==> src/rtl/serial_twos_complement_adder.sv <==
// Bit-serial two's-complement adder: one full-adder stage processes a+b LSB first,
// one bit per clock, between a valid/ready operand handshake and a valid/ready result handshake.
module serial_twos_complement_adder #(
  parameter int WIDTH = 8
) (
  input  logic             clk,
  input  logic             rst,
  input  logic             in_valid,
  output logic             in_ready,
  input  logic [WIDTH-1:0] a,
  input  logic [WIDTH-1:0] b,
  output logic             out_valid,
  input  logic             out_ready,
  output logic [WIDTH-1:0] sum,
  output logic             carry_out,
  output logic             overflow,
  output logic             busy
);

  localparam int CNT_W = $clog2(WIDTH);
  localparam logic [CNT_W-1:0] CNT_LAST = CNT_W'(WIDTH - 1);

  typedef enum logic [1:0] {
    ST_IDLE  = 2'd0,
    ST_SHIFT = 2'd1,
    ST_DONE  = 2'd2
  } state_e;

  state_e           state_r;
  logic [WIDTH-1:0] a_sh_r;
  logic [WIDTH-1:0] b_sh_r;
  logic [WIDTH-1:0] sum_r;
  logic [CNT_W-1:0] cnt_r;
  logic             carry_r;
  logic             carry_out_r;
  logic             overflow_r;
  logic             in_ready_r;
  logic             out_valid_r;
  logic             busy_r;
  logic             sum_bit_s;
  logic             carry_nxt_s;

  function automatic logic majority3(input logic x, input logic y, input logic z);
    return (x & y) | (x & z) | (y & z);
  endfunction

  // Full-adder slice on the current LSBs of the operand shift registers
  always_comb begin
    sum_bit_s   = a_sh_r[0] ^ b_sh_r[0] ^ carry_r;
    carry_nxt_s = majority3(a_sh_r[0], b_sh_r[0], carry_r);
  end

  // Control FSM and datapath; every output is a register updated alongside the state
  always_ff @(posedge clk or posedge rst) begin
    if (rst) begin
      state_r     <= ST_IDLE;
      a_sh_r      <= '0;
      b_sh_r      <= '0;
      sum_r       <= '0;
      cnt_r       <= '0;
      carry_r     <= 1'b0;
      carry_out_r <= 1'b0;
      overflow_r  <= 1'b0;
      in_ready_r  <= 1'b1;
      out_valid_r <= 1'b0;
      busy_r      <= 1'b0;
    end else begin
      case (state_r)
        ST_IDLE: begin
          if (in_valid) begin
            a_sh_r      <= a;
            b_sh_r      <= b;
            carry_r     <= 1'b0;
            cnt_r       <= '0;
            carry_out_r <= 1'b0;
            overflow_r  <= 1'b0;
            in_ready_r  <= 1'b0;
            busy_r      <= 1'b1;
            state_r     <= ST_SHIFT;
          end else begin
            state_r <= ST_IDLE;
          end
        end
        ST_SHIFT: begin
          sum_r   <= {sum_bit_s, sum_r[WIDTH-1:1]};
          a_sh_r  <= {1'b0, a_sh_r[WIDTH-1:1]};
          b_sh_r  <= {1'b0, b_sh_r[WIDTH-1:1]};
          carry_r <= carry_nxt_s;
          // On the MSB, carry_r is the carry into the MSB and carry_nxt_s the carry out
          if (cnt_r == CNT_LAST) begin
            carry_out_r <= carry_nxt_s;
            overflow_r  <= carry_nxt_s ^ carry_r;
            busy_r      <= 1'b0;
            out_valid_r <= 1'b1;
            state_r     <= ST_DONE;
          end else begin
            cnt_r <= cnt_r + CNT_W'(1);
          end
        end
        ST_DONE: begin
          if (out_ready) begin
            out_valid_r <= 1'b0;
            in_ready_r  <= 1'b1;
            state_r     <= ST_IDLE;
          end else begin
            state_r <= ST_DONE;
          end
        end
        default: begin
          out_valid_r <= 1'b0;
          busy_r      <= 1'b0;
          in_ready_r  <= 1'b1;
          state_r     <= ST_IDLE;
        end
      endcase
    end
  end

  assign in_ready  = in_ready_r;
  assign out_valid = out_valid_r;
  assign busy      = busy_r;
  assign sum       = sum_r;
  assign carry_out = carry_out_r;
  assign overflow  = overflow_r;

endmodule

==> config.mk <==
export PLATFORM = sky130hd
export DESIGN_NAME = serial_twos_complement_adder
export DESIGN_NICKNAME = d
export VERILOG_FILES = /design/src/rtl/serial_twos_complement_adder.sv
export SDC_FILE = /design/constraint.sdc
export NUM_CORES = 1
export LEC_CHECK = 0
export CORE_ASPECT_RATIO = 2
export CORE_MARGIN = 4
export CORE_UTILIZATION = 40
export DETAILED_ROUTE_END_ITERATION = 12
export PLACE_DENSITY = 0.66
export SYNTH_ARGS = -nofsm -noshare
export SYNTH_HDL_FRONTEND = slang
export SYNTH_SLANG_ARGS = --single-unit
==> constraint.sdc <==
create_clock -name clk -period 1.3 [get_ports clk]
set_input_delay 0.39 -clock clk [delete_from_list [all_inputs] [get_ports clk]]
set_output_delay 0.39 -clock clk [all_outputs]
set_load 0.03 [all_outputs]
==> results by group <==
Run status
  – Status: finished, violations left
  – Failing checks: negative setup slack

Clock network
  – Cts-stage hold buffer count: 0
  – Worst-path clk slew: 70 ps
  – Total CTS buffers: 5
  – CTS root buf: clkbuf_8
  – CTS max path bufs: 2
  – Depth of the CTS H-tree: 2
  – Skew-Pair Late Insertion Delay: about 280 ps
  – Sinks on the clock net: 35
  – CTS tree: done

Timing
  – Max-slew violations: 0
  – Slew headroom: 0.7813
  – Achievable Freq: 0.7420 GHz
  – Clock skew: 6.031 ps
  – Period Utilization, post-route: 1.037
  – Actual slew at the worst max-slew pin: 328.0 ps
  – Final worst slack: -47.79 ps
  – Hold_ws: 408.0 ps
  – Setup violators final: 2
  – Endpoints failing hold: 0
  – RSZ-0062 raised after global routing: true
  – Period minus WS final: 1348 ps

Final layout
  – Ant diodes: 0
  – Leading cell types in the layout, fill and taps excluded: 43 x nand2_1, 33 x dfrtp_1, 29 x buf_4
  – Footprint of the multi-input gates: 655.6 um^2
  – Layout cells sized above 1: 0.2429
  – Final nets: 232
  – Layout overhead on the synthesized area: 36.41%
  – Commonest non-fill, non-tap cell in the layout: nand2_1
  – FF+latch area: between 800 and 900 um^2
  – Final std cells w/o fill: 261
  – Design area: ~2200 um^2
  – Filler cell count: 358

Floorplan
  – Row count: 32
  – Core area: about 3800 um^2
  – Die W: roughly 53 um
  – Initial Util: 0.4131
  – Die Height: 97.10 um
  – Die area: 5103 um^2
  – Num ports: 33

Global routing
  – GRT overflow: 0
  – First-pass GRT wire length: 6.106 mm
  – Initial antenna violation count: 0
  – Total GRT Usage: 0.1575
  – Number of global-route vias before repair: 1423
  – Largest net degree at the start of global routing: 26

Placement
  – DP Cell Count: 251
  – IO buf count: 32
  – Post-DP HPWL: about 2.8 mm
  – Placed Area: 2026 um^2
  – Placer Congestion: ~0.76

Route
  – Initial detailed-routing violation count: 21
  – Final WL: 3.656 mm
  – Residual DRC: 0
  – Via count: 1341
  – Post-route ant nets: 0
  – DR vias/cell: 5.138
  – DRT Pass-1 Iters: 5
  – Wire per inst: 14.01 um

Setup path
  – CP bufs+invs: 1
  – CP max FO: 2
  – CP Capture Type: output pin
  – Startpoint types: flop
  – Crit Path Class: flop to output pin
  – Req. time, crit path: 910 ps
  – CP Cell Sequence: buf_6
  – CP delay by family, top: flip-flops
  – Slowest stage delay, CP: 550 ps
  – Worst path slowest cell: dfstp_2
  – Crit path arrival time: 960 ps

Power
  – Final Power: 4863 uW
  – Power per cell area: about 2200 nW/um^2
  – Leakage: 0.001002 uW
  – VDD IR-drop max: 1.322 mV

Yosys
  – Warnings, synthesis: 0
  – FF+latch count, synth: 35
  – Synth cell types: 29
  – Avg Cell Area, Syn: between 9 and 10 um^2
  – Post-synthesis sequential area ratio: 0.5524
  – Post-Syn Nets: 183
  – Synth Instances: 160
  – Mapped cell area: approximately 1600 um^2

Worst hold path
  – Hold Crit Class: primary input to asynchronous set/reset pin

Run
  – Max_cap viols: 0
==> logic make-up (layout without fill, tap and decap cells) <==
| kind of cell | count (synthesis) | count (layout) | share of synthesized area |
|---|---|---|---|
| xor gates and xnor gates | 1 | 1 | 0.005517 |
| DFF | 35 | 35 | 0.5524 |
| adders and majority gates | 3 | 3 | 0.02837 |
| buffers and inverters | 16 | 66 | 0.05280 |
| and+or+nand+nor | 56 | 56 | 0.1600 |
| AOI/OAI and AO/OA | 48 | 48 | 0.1939 |
| muxes | 1 | 1 | 0.007092 |
==> worst paths after layout <==
kind	start	endpoint	slack [ps]	cells after the start
max	in_ready$_DFFE_PP1P_	in_ready	-50	1
max reg2reg	a_sh_r[0]$_DFFE_PP0P_	overflow$_DFFE_PP0P_	-30	5
min	rst	b_sh_r[5]$_DFFE_PP0P_	410	3
min reg2reg	sum[0]$_DFFE_PP0P_	sum[0]$_DFFE_PP0P_	480	2
max in group asynchronous	rst	state_r[0]$_DFFE_PP0P_	540	3
min in group clk	sum[0]$_DFFE_PP0P_	sum[0]$_DFFE_PP0P_	480	2
==> layout make-up <==
| type | instances | share of cell area |
|---|---|---|
| Sequential cell | 35 | 0.4055 |
| Multi-Input combinational cell | 109 | 0.3027 |
| Timing Repair Buffer | 50 | 0.2022 |
| Clock buffer | 8 | 0.04622 |
| Tap cell | 51 | 0.02946 |
| Inverter | 8 | 0.01386 |
==> per-stage QoR <==
step | setup slack (ps) | utilization | TNS, ps
5_1_grt | -90.00 | 0.5635 | -206.4
6_report | -47.79 | 0.5635 | -73.26
4_1_cts | -49.33 | 0.5602 | -84.81
3_5_place_dp | -409.2 | 0.5270 | -7518
3_3_place_gp | -331.9 | 0.5270 | -6938
2_1_floorplan | 29.52 | - | 0
==> sequential cells by signal, summed over array words and instances, names as in the netlist <==
register,count
carry_r,1
cnt_r,3
busy,1
out_valid,1
b_sh_r,8
carry_out,1
overflow,1
in_ready,1
sum,8
a_sh_r,8
state_r,2
==> metal layers <==
metal  GRT usage  up-vias  wire length, um
li1            -      639                -
met1      0.1688      648             1333
met2      0.2692       42             2050
met3     0.04455       12              169
met4     0.07677        0              103
met5           0        -                0
==> where the power goes <==
part           switching, uW  total, uW  internal, uW
logic                   1170       2160           990
registers                308       1840          1530
clock network            384        867           484
==> synthesized netlist by cell type (all sizes together) <==
cell | count | area share
a21oi | 4 | 0.013
a22o | 2 | 0.011
a22oi | 13 | 0.061
a2bb2oi | 2 | 0.011
a31oi | 2 | 0.0079
and2 | 2 | 0.0079
and2b | 3 | 0.014
buf | 6 | 0.029
clkbuf | 2 | 0.0047
dfrtp | 34 | 0.54
dfstp | 1 | 0.017
fa | 1 | 0.013
ha | 2 | 0.016
inv | 8 | 0.019
mux2 | 1 | 0.0071
nand2 | 44 | 0.10
nand2b | 3 | 0.017
nor2 | 2 | 0.0047
nor2b | 2 | 0.013
o21ai | 23 | 0.072
o21bai | 1 | 0.012
o2bb2ai | 1 | 0.0055
xor2 | 1 | 0.0055
==> repair_timing <==
action / 4_1_cts / 5_1_grt
endpoints found under the hold margin: 0 / 0
endpoints found under the setup margin: 19 / 14
buffers inserted: 1 / 1
resized for setup: 8 / 3
pin swaps: 2 / 4
Note: power is estimated with default switching activity, not from simulation.
